`config.mk`:
```
export PLATFORM = sky130hd
export DESIGN_NAME = receptor_ascii
export DESIGN_NICKNAME = d
export VERILOG_FILES = /design/src/rtl/receptor_ascii_pkg.sv /design/src/rtl/rx_serial_7E2.sv /design/src/rtl/receptor_ascii.sv
export SDC_FILE = /design/constraint.sdc
export NUM_CORES = 1
export LEC_CHECK = 0
export CAP_MARGIN = 20
export CORE_MARGIN = 4
export CORE_UTILIZATION = 40
export DETAILED_ROUTE_END_ITERATION = 6
export PLACE_DENSITY = 0.62
export SLEW_MARGIN = 5
export SYNTH_ARGS = -nofsm -noshare
export SYNTH_HDL_FRONTEND = slang
export SYNTH_SLANG_ARGS = --single-unit
```
`constraint.sdc`:
```
create_clock -name clock -period 5.3 [get_ports clock]
set_clock_uncertainty 0.15 [all_clocks]
set_input_delay 1.06 -clock clock [delete_from_list [all_inputs] [get_ports clock]]
set_output_delay 1.06 -clock clock [all_outputs]
set_load 0.02 [all_outputs]
```
`src/rtl/receptor_ascii_pkg.sv`:
```
// Shared definitions for the receptor_ascii telemetry receiver:
// UART state encoding, ASCII constants, frame geometry and small helpers.
package receptor_ascii_pkg;

  localparam int unsigned DIVISOR_DEF = 434;   // 50 MHz / 115200 baud
  localparam int unsigned FRAME_LEN   = 8;     // "CDU,CDU#"
  localparam int unsigned SEP_POS     = 3;     // position of the separator
  localparam int unsigned DATA_BITS   = 7;

  localparam logic [6:0] ASCII_0      = 7'h30;
  localparam logic [6:0] ASCII_9      = 7'h39;
  localparam logic [6:0] SEP_CHAR_DEF = 7'h2C; // ','
  localparam logic [6:0] END_CHAR_DEF = 7'h23; // '#'

  typedef enum logic [2:0] {
    OCIOSO   = 3'd0,
    START    = 3'd1,
    DADOS    = 3'd2,
    PARIDADE = 3'd3,
    STOP1    = 3'd4,
    STOP2    = 3'd5
  } uart_state_e;

  // True for an ASCII decimal digit
  function automatic logic is_digit(input logic [6:0] c);
    return (c >= ASCII_0) && (c <= ASCII_9);
  endfunction

  // Maps frame position 0,1,2,4,5,6 to shadow slot 0..5 (separator skipped)
  function automatic logic [2:0] shadow_slot(input logic [2:0] p);
    return (p < 3'(SEP_POS)) ? p : p - 3'd1;
  endfunction

endpackage

```
`src/rtl/rx_serial_7E2.sv`:
```
// 7E2 UART receiver: 2-FF line synchroniser, bit timer and framing FSM.
// Ports:
//   clock, reset      : system clock, async active-high reset
//   dado_serial       : raw serial line (idles high)
//   caractere[6:0]    : last character received, valid with char_valid
//   char_valid        : one-cycle pulse, character good (parity + stops)
//   char_erro         : one-cycle pulse, parity or stop-bit failure
module rx_serial_7E2
  import receptor_ascii_pkg::*;
#(
  parameter int unsigned DIVISOR = DIVISOR_DEF
) (
  input  logic       clock,
  input  logic       reset,
  input  logic       dado_serial,
  output logic [6:0] caractere,
  output logic       char_valid,
  output logic       char_erro
);

  localparam int unsigned CNT_W = $clog2(DIVISOR);
  localparam logic [CNT_W-1:0] CNT_BIT  = CNT_W'(DIVISOR - 1);
  localparam logic [CNT_W-1:0] CNT_HALF = CNT_W'(DIVISOR / 2 - 1);

  uart_state_e      state_q, state_d;
  logic             sync1_q, sync1_d;
  logic             sync2_q, sync2_d;
  logic             prev_q, prev_d;
  logic [CNT_W-1:0] cnt_q, cnt_d;
  logic [2:0]       bit_q, bit_d;
  logic [6:0]       shift_q, shift_d;
  logic             bad_q, bad_d;
  logic [6:0]       caractere_q, caractere_d;
  logic             valid_q, valid_d;
  logic             erro_q, erro_d;

  logic rx;
  logic tick;

  assign rx   = sync2_q;
  assign tick = (cnt_q == CNT_BIT);

  // Next-state: synchroniser shift, bit timing and character framing
  always_comb begin
    state_d     = state_q;
    sync1_d     = dado_serial;
    sync2_d     = sync1_q;
    prev_d      = sync2_q;
    cnt_d       = cnt_q + CNT_W'(1);
    bit_d       = bit_q;
    shift_d     = shift_q;
    bad_d       = bad_q;
    caractere_d = caractere_q;
    valid_d     = 1'b0;
    erro_d      = 1'b0;

    unique case (state_q)
      OCIOSO: begin
        cnt_d = '0;
        if (prev_q && !rx) state_d = START;
      end
      START: begin
        // Mid-start-bit check rejects short low glitches
        if (cnt_q == CNT_HALF) begin
          cnt_d = '0;
          if (rx) begin
            state_d = OCIOSO;
          end else begin
            state_d = DADOS;
            bit_d   = '0;
          end
        end
      end
      DADOS: begin
        if (tick) begin
          cnt_d   = '0;
          shift_d = {rx, shift_q[6:1]};
          if (bit_q == 3'(DATA_BITS - 1)) state_d = PARIDADE;
          else                            bit_d   = bit_q + 3'd1;
        end
      end
      PARIDADE: begin
        if (tick) begin
          cnt_d   = '0;
          bad_d   = (^shift_q) ^ rx;  // even parity over data + parity bit
          state_d = STOP1;
        end
      end
      STOP1: begin
        if (tick) begin
          cnt_d   = '0;
          bad_d   = bad_q | ~rx;
          state_d = STOP2;
        end
      end
      STOP2: begin
        if (tick) begin
          cnt_d   = '0;
          state_d = OCIOSO;
          if (bad_q || !rx) begin
            erro_d = 1'b1;
          end else begin
            valid_d     = 1'b1;
            caractere_d = shift_q;
          end
        end
      end
      default: state_d = OCIOSO;
    endcase
  end

  // State and output registers; line synchroniser resets to idle high
  always_ff @(posedge clock or posedge reset) begin
    if (reset) begin
      state_q     <= OCIOSO;
      sync1_q     <= 1'b1;
      sync2_q     <= 1'b1;
      prev_q      <= 1'b1;
      cnt_q       <= '0;
      bit_q       <= '0;
      shift_q     <= '0;
      bad_q       <= 1'b0;
      caractere_q <= '0;
      valid_q     <= 1'b0;
      erro_q      <= 1'b0;
    end else begin
      state_q     <= state_d;
      sync1_q     <= sync1_d;
      sync2_q     <= sync2_d;
      prev_q      <= prev_d;
      cnt_q       <= cnt_d;
      bit_q       <= bit_d;
      shift_q     <= shift_d;
      bad_q       <= bad_d;
      caractere_q <= caractere_d;
      valid_q     <= valid_d;
      erro_q      <= erro_d;
    end
  end

  assign caractere  = caractere_q;
  assign char_valid = valid_q;
  assign char_erro  = erro_q;

endmodule

```
`src/rtl/receptor_ascii.sv`:
```
// Telemetry frame receiver for "CDU,CDU#" over 7E2 serial.
// Ports:
//   clock, reset             : system clock, async active-high reset
//   dado_serial              : serial line (idles high)
//   centena/dezena/unidade_angulo, _distancia : ASCII digits, last valid frame
//   pronto                   : one-cycle pulse, valid frame, fields updated
//   erro                     : one-cycle pulse, character or format error
//   db_estado                : frame position 0..7, 4'hF during erro pulse
module receptor_ascii
  import receptor_ascii_pkg::*;
#(
  parameter int unsigned DIVISOR  = DIVISOR_DEF,
  parameter logic [6:0]  SEP_CHAR = SEP_CHAR_DEF,
  parameter logic [6:0]  END_CHAR = END_CHAR_DEF
) (
  input  logic       clock,
  input  logic       reset,
  input  logic       dado_serial,
  output logic [6:0] centena_angulo,
  output logic [6:0] dezena_angulo,
  output logic [6:0] unidade_angulo,
  output logic [6:0] centena_distancia,
  output logic [6:0] dezena_distancia,
  output logic [6:0] unidade_distancia,
  output logic       pronto,
  output logic       erro,
  output logic [3:0] db_estado
);

  localparam logic [2:0] LAST_POS = 3'(FRAME_LEN - 1);

  logic [6:0] caractere;
  logic       char_valid;
  logic       char_erro;

  logic [2:0]      p_q, p_d;
  logic [5:0][6:0] sh_q, sh_d;
  logic [5:0][6:0] out_q, out_d;
  logic            pronto_q, pronto_d;
  logic            erro_q, erro_d;
  logic [3:0]      db_q, db_d;
  logic            char_ok;

  rx_serial_7E2 #(
    .DIVISOR (DIVISOR)
  ) u_rx (
    .clock       (clock),
    .reset       (reset),
    .dado_serial (dado_serial),
    .caractere   (caractere),
    .char_valid  (char_valid),
    .char_erro   (char_erro)
  );

  // Character acceptance for the current frame position
  always_comb begin
    char_ok = 1'b0;
    if (p_q == 3'(SEP_POS))   char_ok = (caractere == SEP_CHAR);
    else if (p_q == LAST_POS) char_ok = (caractere == END_CHAR);
    else                      char_ok = is_digit(caractere);
  end

  // Frame parser: position tracking, shadow capture, publish on '#'
  always_comb begin
    p_d      = p_q;
    sh_d     = sh_q;
    out_d    = out_q;
    pronto_d = 1'b0;
    erro_d   = 1'b0;

    if (char_erro) begin
      erro_d = 1'b1;
      p_d    = '0;
    end else if (char_valid) begin
      if (!char_ok) begin
        // Offending character is dropped, not reused as position 0
        erro_d = 1'b1;
        p_d    = '0;
      end else if (p_q == LAST_POS) begin
        out_d    = sh_q;
        pronto_d = 1'b1;
        p_d      = '0;
      end else begin
        if (p_q != 3'(SEP_POS)) sh_d[shadow_slot(p_q)] = caractere;
        p_d = p_q + 3'd1;
      end
    end

    db_d = erro_d ? 4'hF : {1'b0, p_d};
  end

  always_ff @(posedge clock or posedge reset) begin
    if (reset) begin
      p_q      <= '0;
      sh_q     <= {6{ASCII_0}};
      out_q    <= {6{ASCII_0}};
      pronto_q <= 1'b0;
      erro_q   <= 1'b0;
      db_q     <= '0;
    end else begin
      p_q      <= p_d;
      sh_q     <= sh_d;
      out_q    <= out_d;
      pronto_q <= pronto_d;
      erro_q   <= erro_d;
      db_q     <= db_d;
    end
  end

  assign centena_angulo    = out_q[0];
  assign dezena_angulo     = out_q[1];
  assign unidade_angulo    = out_q[2];
  assign centena_distancia = out_q[3];
  assign dezena_distancia  = out_q[4];
  assign unidade_distancia = out_q[5];
  assign pronto            = pronto_q;
  assign erro              = erro_q;
  assign db_estado         = db_q;

endmodule

```
==> results of run 1 <==
==> per-stage QoR <==
stage	std cells	setup slack, ns	util
CTS	635	2.316	0.5183
global route	635	2.198	0.5183
global placement	602	1.866	0.4689
detailed placement	603	2.335	0.4705
finish	635	2.344	0.5183
floorplan	386	0.7504	-
==> cell type report <==
| class | instances | area, sq um |
|---|---|---|
| Tap cell | 172 | 215.2 |
| Inverter | 11 | 43.79 |
| Sequential cell | 127 | 3212 |
| Multi-Input combinational cell | 240 | 2003 |
| Fill cell | 1052 | 6153 |
| Timing Repair Buffer | 53 | 535.5 |
| Clock inverter | 9 | 132.6 |
| Clock buffer | 23 | 478.0 |
==> cells by family after synthesis <==
logic type / Yosys count / share of synthesized area
muxes: 81 / 0.1719
adders and majority gates: 10 / 0.02365
AOI/OAI and AO/OA: 31 / 0.03760
xor gates and xnor gates: 14 / 0.02318
and+or+nand+nor: 104 / 0.1213
DFF: 127 / 0.6071
buffers and inverters: 19 / 0.01514
==> cells in the final DEF (no fill, tap or decap), types with 11 or more instances in the layout <==
| master | instances |
|---|---|
| dfrtp_1 | 100 |
| mux2_2 | 79 |
| clkdlybuf4s50_1 | 50 |
| dfstp_2 | 27 |
| nor2_1 | 24 |
| clkbuf_16 | 17 |
| nand2_1 | 15 |
| o21ai_0 | 12 |
| xnor2_1 | 11 |
==> critical path: cells and delay by family (launching register included) <==
kind,cells,cell delay [ns]
AND/OR/NAND/NOR,2,0.96
adder cells (fa/ha/maj),2,0.49
flip-flops,1,0.42
buffers and inverters,1,0.31
multiplexers,1,0.29
AO/OA/AOI/OAI,1,0.19
==> path summary, 6_finish.rpt <==
| check | startpoint | endpoint | slack [ns] | cells past startpoint |
|---|---|---|---|---|
| setup reg to reg | p_q[0]$_DFF_PP0_ | dezena_angulo[3]$_DFFE_PP0P_ | 2.34 | 7 |
| setup / recovery | p_q[0]$_DFF_PP0_ | dezena_angulo[3]$_DFFE_PP0P_ | 2.34 | 7 |
| min in group asynchronous | reset | dezena_angulo[0]$_DFFE_PP0P_ | 0.98 | 2 |
| hold reg to reg | u_rx.sync1_q$_DFF_PP1_ | u_rx.prev_d$_DFF_PP1_ | 0.20 | 0 |
| max in group asynchronous | reset | sh_q[25]$_DFFE_PP1P_ | 3.06 | 3 |
| hold / removal | u_rx.sync1_q$_DFF_PP1_ | u_rx.prev_d$_DFF_PP1_ | 0.20 | 0 |
==> power groups by stage <==
stage | clock, W | sequential [W] | combinational [W]
after CTS | 0.00121 | 0.00101 | 0.0000731
after floorplan | 0 | 0.00101 | 0.0000642
after global placement | 0 | 0.00103 | 0.0000718
after global routing | 0.00125 | 0.00101 | 0.0000840
after detailed placement | 0 | 0.00103 | 0.0000725
final | 0.00118 | 0.00101 | 0.0000699
==> metal layers <==
metal  part of all wire  track usage  wire [um]  vias to the layer above
met3              0.043      0.04437        396                       17
met2               0.50       0.2272       4605                       50
met5                  0            0          0                        -
met1               0.44       0.1637       4068                     1576
li1                   -            -          -                     1481
met4              0.019      0.06367        179                        0
==> summary.md, run 1 <==
| Metric | Value |
|---|---|
| Clock Power Share | 0.522 |
| Seq/Total Area, Yosys | 0.6071 |
| Endpoint class of the critical path | flop |
| CTS tree | done |
| Post-route DRC | 0 |
| Int Pwr | about 0.0018 W |
| WL per Instance | approximately 15 um |
| Initial core utilization | 0.4141 |
| Synth Register Bits | between 100 and 150 |
| Clock Sinks | 127 |
| Sw Ratio | 0.2086 |
| Total power | about 0.0023 W |
| GPL Wtd Cong | 0.7986 |
| Die Ht | 123 um |
| Pre-Repair DR Iteration Count | 4 |
| NetSw | between 0.0004 and 0.0005 W |
| Die X | between 100 and 150 um |
| Fin Setup TNS | 0 ns |
| TritonCTS Buffers | 17 |
| Count leader, synth | dfrtp_1 |
| WP data required | ~5.4 ns |
| CORE AREA | around 0.013 sq mm |
| Pwr Density | roughly 340 mW/mm^2 |
| Slew HR | 0.4989 |
| Most frequent cell on the critical path | ha_1 |
| Insertion delay to the later sink of the worst-skew pair | 0.41 ns |
| Final Hold Fails | 0 |
| Postcts setup bufs | 0 |
| I/O Buffers | 50 |
| Max stage delay on crit path | approximately 0.58 ns |
| Number of synthesized flops with an enable pin | 0 |
| Crit start category | flop |
| Reg power frac | 0.447 |
| Combinational Power Share | 0.031 |
| Data arrival, critical path | 3.10 ns |
| RSZ-0062 raised after global routing | no |
| Final HPWL DP | between 6000 and 7000 um |
| Hold Path Class | reg -> reg |
| Pin count of the biggest net entering global routing | 65 |
| Mapped Nets | between 300 and 400 |
| Area leader, netlist | dfrtp_1 |
| Slew Limit Fails | 0 |
| Post-synth cell types | between 40 and 50 |
| Slowest CP cell | or3b_2 |
| Status | complete, no violations |
| Syn Area/Cell | ~14 sq um |
| Most area-consuming cells after synthesis | dfrtp_1, mux2_2, dfstp_2, ha_1, xnor2_1 |
| Hold Slack | roughly 0.20 ns |
| N_diodes | 0 |
| Clock Pin Slew Worst Setup and Hold Paths | around 0.060 ns |
| Achievable frequency | about 340 MHz |
| First-pass GRT wire length | about 16000 um |
| Num ports | around 50 |
| # resized after CTS | 0 |
| Leak pwr | 3.089 nW |
| Worst-path cell chain | ha_1 > ha_1 > or3b_2 > o211ai_1 > nand3_2 > buf_12 > mux2_2 |
| Max FFs per register | 42 |
| CP Max Fanout | 29 |
| Final WL | around 9200 um |
| Gate Count Post-Synth | roughly 390 |
| DP Area | roughly 0.006 sq mm |
| Period utilization | 0.5577 |
| Post-Syn Area | around 0.0053 sq mm |
| Layout area overhead | 25.14% |
| Synth warnings | 0 |
| Yosys top cell area share | 0.4730 |
| Post-route design area | around 0.0066 sq mm |
| Max-Cap Viols | 0 |
| Setup Viol. Count Final | 0 |
| Top FF cell, synth | dfrtp_1 |
| Top reg by flops | sh_q |
| Vias | 3124 |
| Gr ovfl total | 0 |
| Worst VDD drop | between 0.00015 and 0.0002 V |
| Nets@finish | around 460 |
| Total track usage | 0.1375 |
| Async SR Flop Fraction | 1.000 |
| H-tree depth | 4 |
| Clk buf depth | 2 |
| Setup Crit Path Kind | reg -> reg |
| Largest regs | sh_q x42, u_rx.cnt_q x9 |
| Vias in the first global route | approximately 3300 |
| Cts hold-fix bufs | 0 |
| DR iter-0 viols | between 150 and 200 |
| Worst-Margin Slew | 0.7517 ns |
| Vias per inst | 4.920 |
| Antenna violations before repair | 0 |
| Clock tree root driver cell | clkbuf_16 |
| Commonest cells in the netlist | dfrtp_1, mux2_2, dfstp_2 |
| Die footprint | ~0.015 sq mm |
| Post-DRT Antenna Nets | 0 |
| Min Tclk post-route | slightly below 3 ns |
| Share of cells above drive strength 1 | 0.3434 |
| Placement Rows | slightly above 40 |
No activity file was read; power rests on OpenSTA's default activity.
==> inputs of run 2 (changes only) <==
Clock period 5.3 ns to 2.9 ns, I/O delays scaled along.
==> run 2 against run 1 <==
  * Core utilization shrank 0.17 points
  * Flip-flop and latch count is the same
  * Hold slack gained 0.00095 ns
  * Global-route usage grew 0.18 points
  * Register-to-register slack lost 2.2 ns
  * Combinational power grew 97%
  * Sequential share of layout area grew 0.16 points
  * Die area is the same
  * Critical path type unchanged
==> summary.md, run 2 (synthesis results as in run 1) <==
| Metric | Value |
|---|---|
| Status | complete, no violations |
| Setup Crit Path Kind | reg -> reg |
| Worst VDD drop | between 0.0004 and 0.0005 V |
| Cts hold-fix bufs | 0 |
| Share of cells above drive strength 1 | 0.3518 |
| Pre-Repair DR Iteration Count | 4 |
| Endpoint class of the critical path | flop |
| H-tree depth | 4 |
| TritonCTS Buffers | 17 |
| Nets@finish | roughly 470 |
| Final Hold Fails | 0 |
| Layout area overhead | 24.74% |
| Period utilization | 0.9503 |
| Achievable frequency | between 300 and 400 MHz |
| I/O Buffers | 50 |
| Data arrival, critical path | ~2.9 ns |
| Initial core utilization | 0.4141 |
| Worst Reg-to-Reg Cells | 8 |
| N_diodes | 0 |
| Min Tclk post-route | roughly 2.8 ns |
| Placement Rows | 41 |
| Die Ht | approximately 120 um |
| Most frequent cells in the layout | dfrtp_1, mux2_2, clkdlybuf4s50_1 |
| Clock Pin Slew Worst Setup and Hold Paths | ~0.06 ns |
| Pwr Density | between 500 and 600 mW/mm^2 |
| Max-Cap Viols | 0 |
| Vias in the first global route | roughly 3200 |
| WP data required | just over 3 ns |
| Hold Path Class | reg -> reg |
| Top reg by flops | sh_q |
| Slew Limit Fails | 0 |
| Clk buf depth | 2 |
| GPL Wtd Cong | around 0.83 |
| Largest regs | sh_q x42, u_rx.cnt_q x9 |
| GR Util met1 | 0.1923 |
| CP Max Fanout | 7 |
| M3 GR Usage | 0.04666 |
| Hold Slack | a little over 0.2 ns |
| Max FFs per register | 42 |
| Final HPWL DP | roughly 6500 um |
| Clock Sinks | ~130 |
| GR peak layer | met2 |
| Die X | 123 um |
| First-pass GRT wire length | 16250 um |
| Gr ovfl total | 0 |
| Post-DRT Antenna Nets | 0 |
| Insertion delay to the later sink of the worst-skew pair | between 0.4 and 0.5 ns |
| Num ports | 51 |
| DR iter-0 viols | between 150 and 200 |
| Pin count of the biggest net entering global routing | 63 |
| Slew HR | 0.5752 |
| WHS Path Cells | 0 |
| Met2 usage | 0.2064 |
| Commonest non-fill, non-tap cell in the layout | dfrtp_1 |
| RSZ-0062 raised after global routing | no |
| Die footprint | 0.01513 sq mm |
| CORE AREA | about 0.013 sq mm |
| Final WL | roughly 9400 um |
| Vias | ~3100 |
| Setup Viol. Count Final | 0 |
| Crit start category | flop |
| Antenna violations before repair | 0 |
| Leak pwr | between 3 and 4 nW |
| Total track usage | 0.1393 |
| WL per Instance | approximately 15 um |
| Fin Setup TNS | 0 ns |
| CTS tree | done |
| Post-route DRC | 0 |
| Clock tree root driver cell | clkbuf_16 |
| Worst-Margin Slew | approximately 0.64 ns |
| Vias per inst | a little under 5 |
## run 2: cell types whose count changed in the layout (fill, tap and decap cells not counted), moves of 2 or more
cell,delta
buf_4,+5
bufinv_16,-3
clkinv_2,+3
clkbuf_1,+2
clkinv_4,-2
## run 2: cell type report
type,instances,area (sq um)
multi-input combinational,240,2008
timing repair buffer,59,593.1
clock buffer,25,485.5
inverter,11,45.04
sequential,127,3212
clock inverter,7,40.04
tap,172,215.2
fill,1085,6175
## run 2: critical path, stage by stage, from the launching register on
cell and delay [ns]:
dfrtp_1 0.43, ha_1 0.24, ha_1 0.26, or3b_2 0.58, nand2_1 0.09, nand4_1 0.17, nor2_1 0.20, buf_4 0.18
mux2_2 0.33
## run 2: per-stage QoR
stage	setup slack, ns	total power [W]	utilization	instances	cell area (sq um)
finish	0.1442	0.003847	0.5166	641	6599
floorplan	0.2834	0.001970	-	386	5294
CTS	0.08789	0.003903	0.5162	641	6594
detailed placement	0.09206	0.002016	0.4751	609	6068
global placement	0.2123	0.002009	0.4751	609	6068
global route	0.0005060	0.004029	0.5166	641	6599
## run 2: report_power, final
part,switching (W),total [W],internal (W)
Combinational,0.0000838,0.000138,0.0000545
Sequential,0.0000476,0.00185,0.00180
Clock,0.000710,0.00186,0.00115
## run 2: worst paths after layout
check	start	to	slack [ns]
max reg2reg	p_q[0]$_DFF_PP0_	sh_q[14]$_DFFE_PP0P_	0.14
min reg2reg	u_rx.sync1_q$_DFF_PP1_	u_rx.prev_d$_DFF_PP1_	0.21
min	u_rx.sync1_q$_DFF_PP1_	u_rx.prev_d$_DFF_PP1_	0.21
min in group asynchronous	reset	dezena_angulo[1]$_DFFE_PP0P_	0.40
max in group asynchronous	reset	sh_q[18]$_DFFE_PP1P_	1.49
max	p_q[0]$_DFF_PP0_	sh_q[14]$_DFFE_PP0P_	0.14
## run 2: repair_timing
action / 4_1_cts / 5_1_grt
resized for setup: 0 / 2
buffers inserted: 0 / 0
endpoints found under the setup margin: 0 / 10
## run 2: per-layer routing
metal | vias to the layer above | routed length, um
li1 | 1495 | -
met1 | 1551 | 4605
met2 | 60 | 4302
met3 | 15 | 373
met4 | 0 | 166
met5 | - | 0
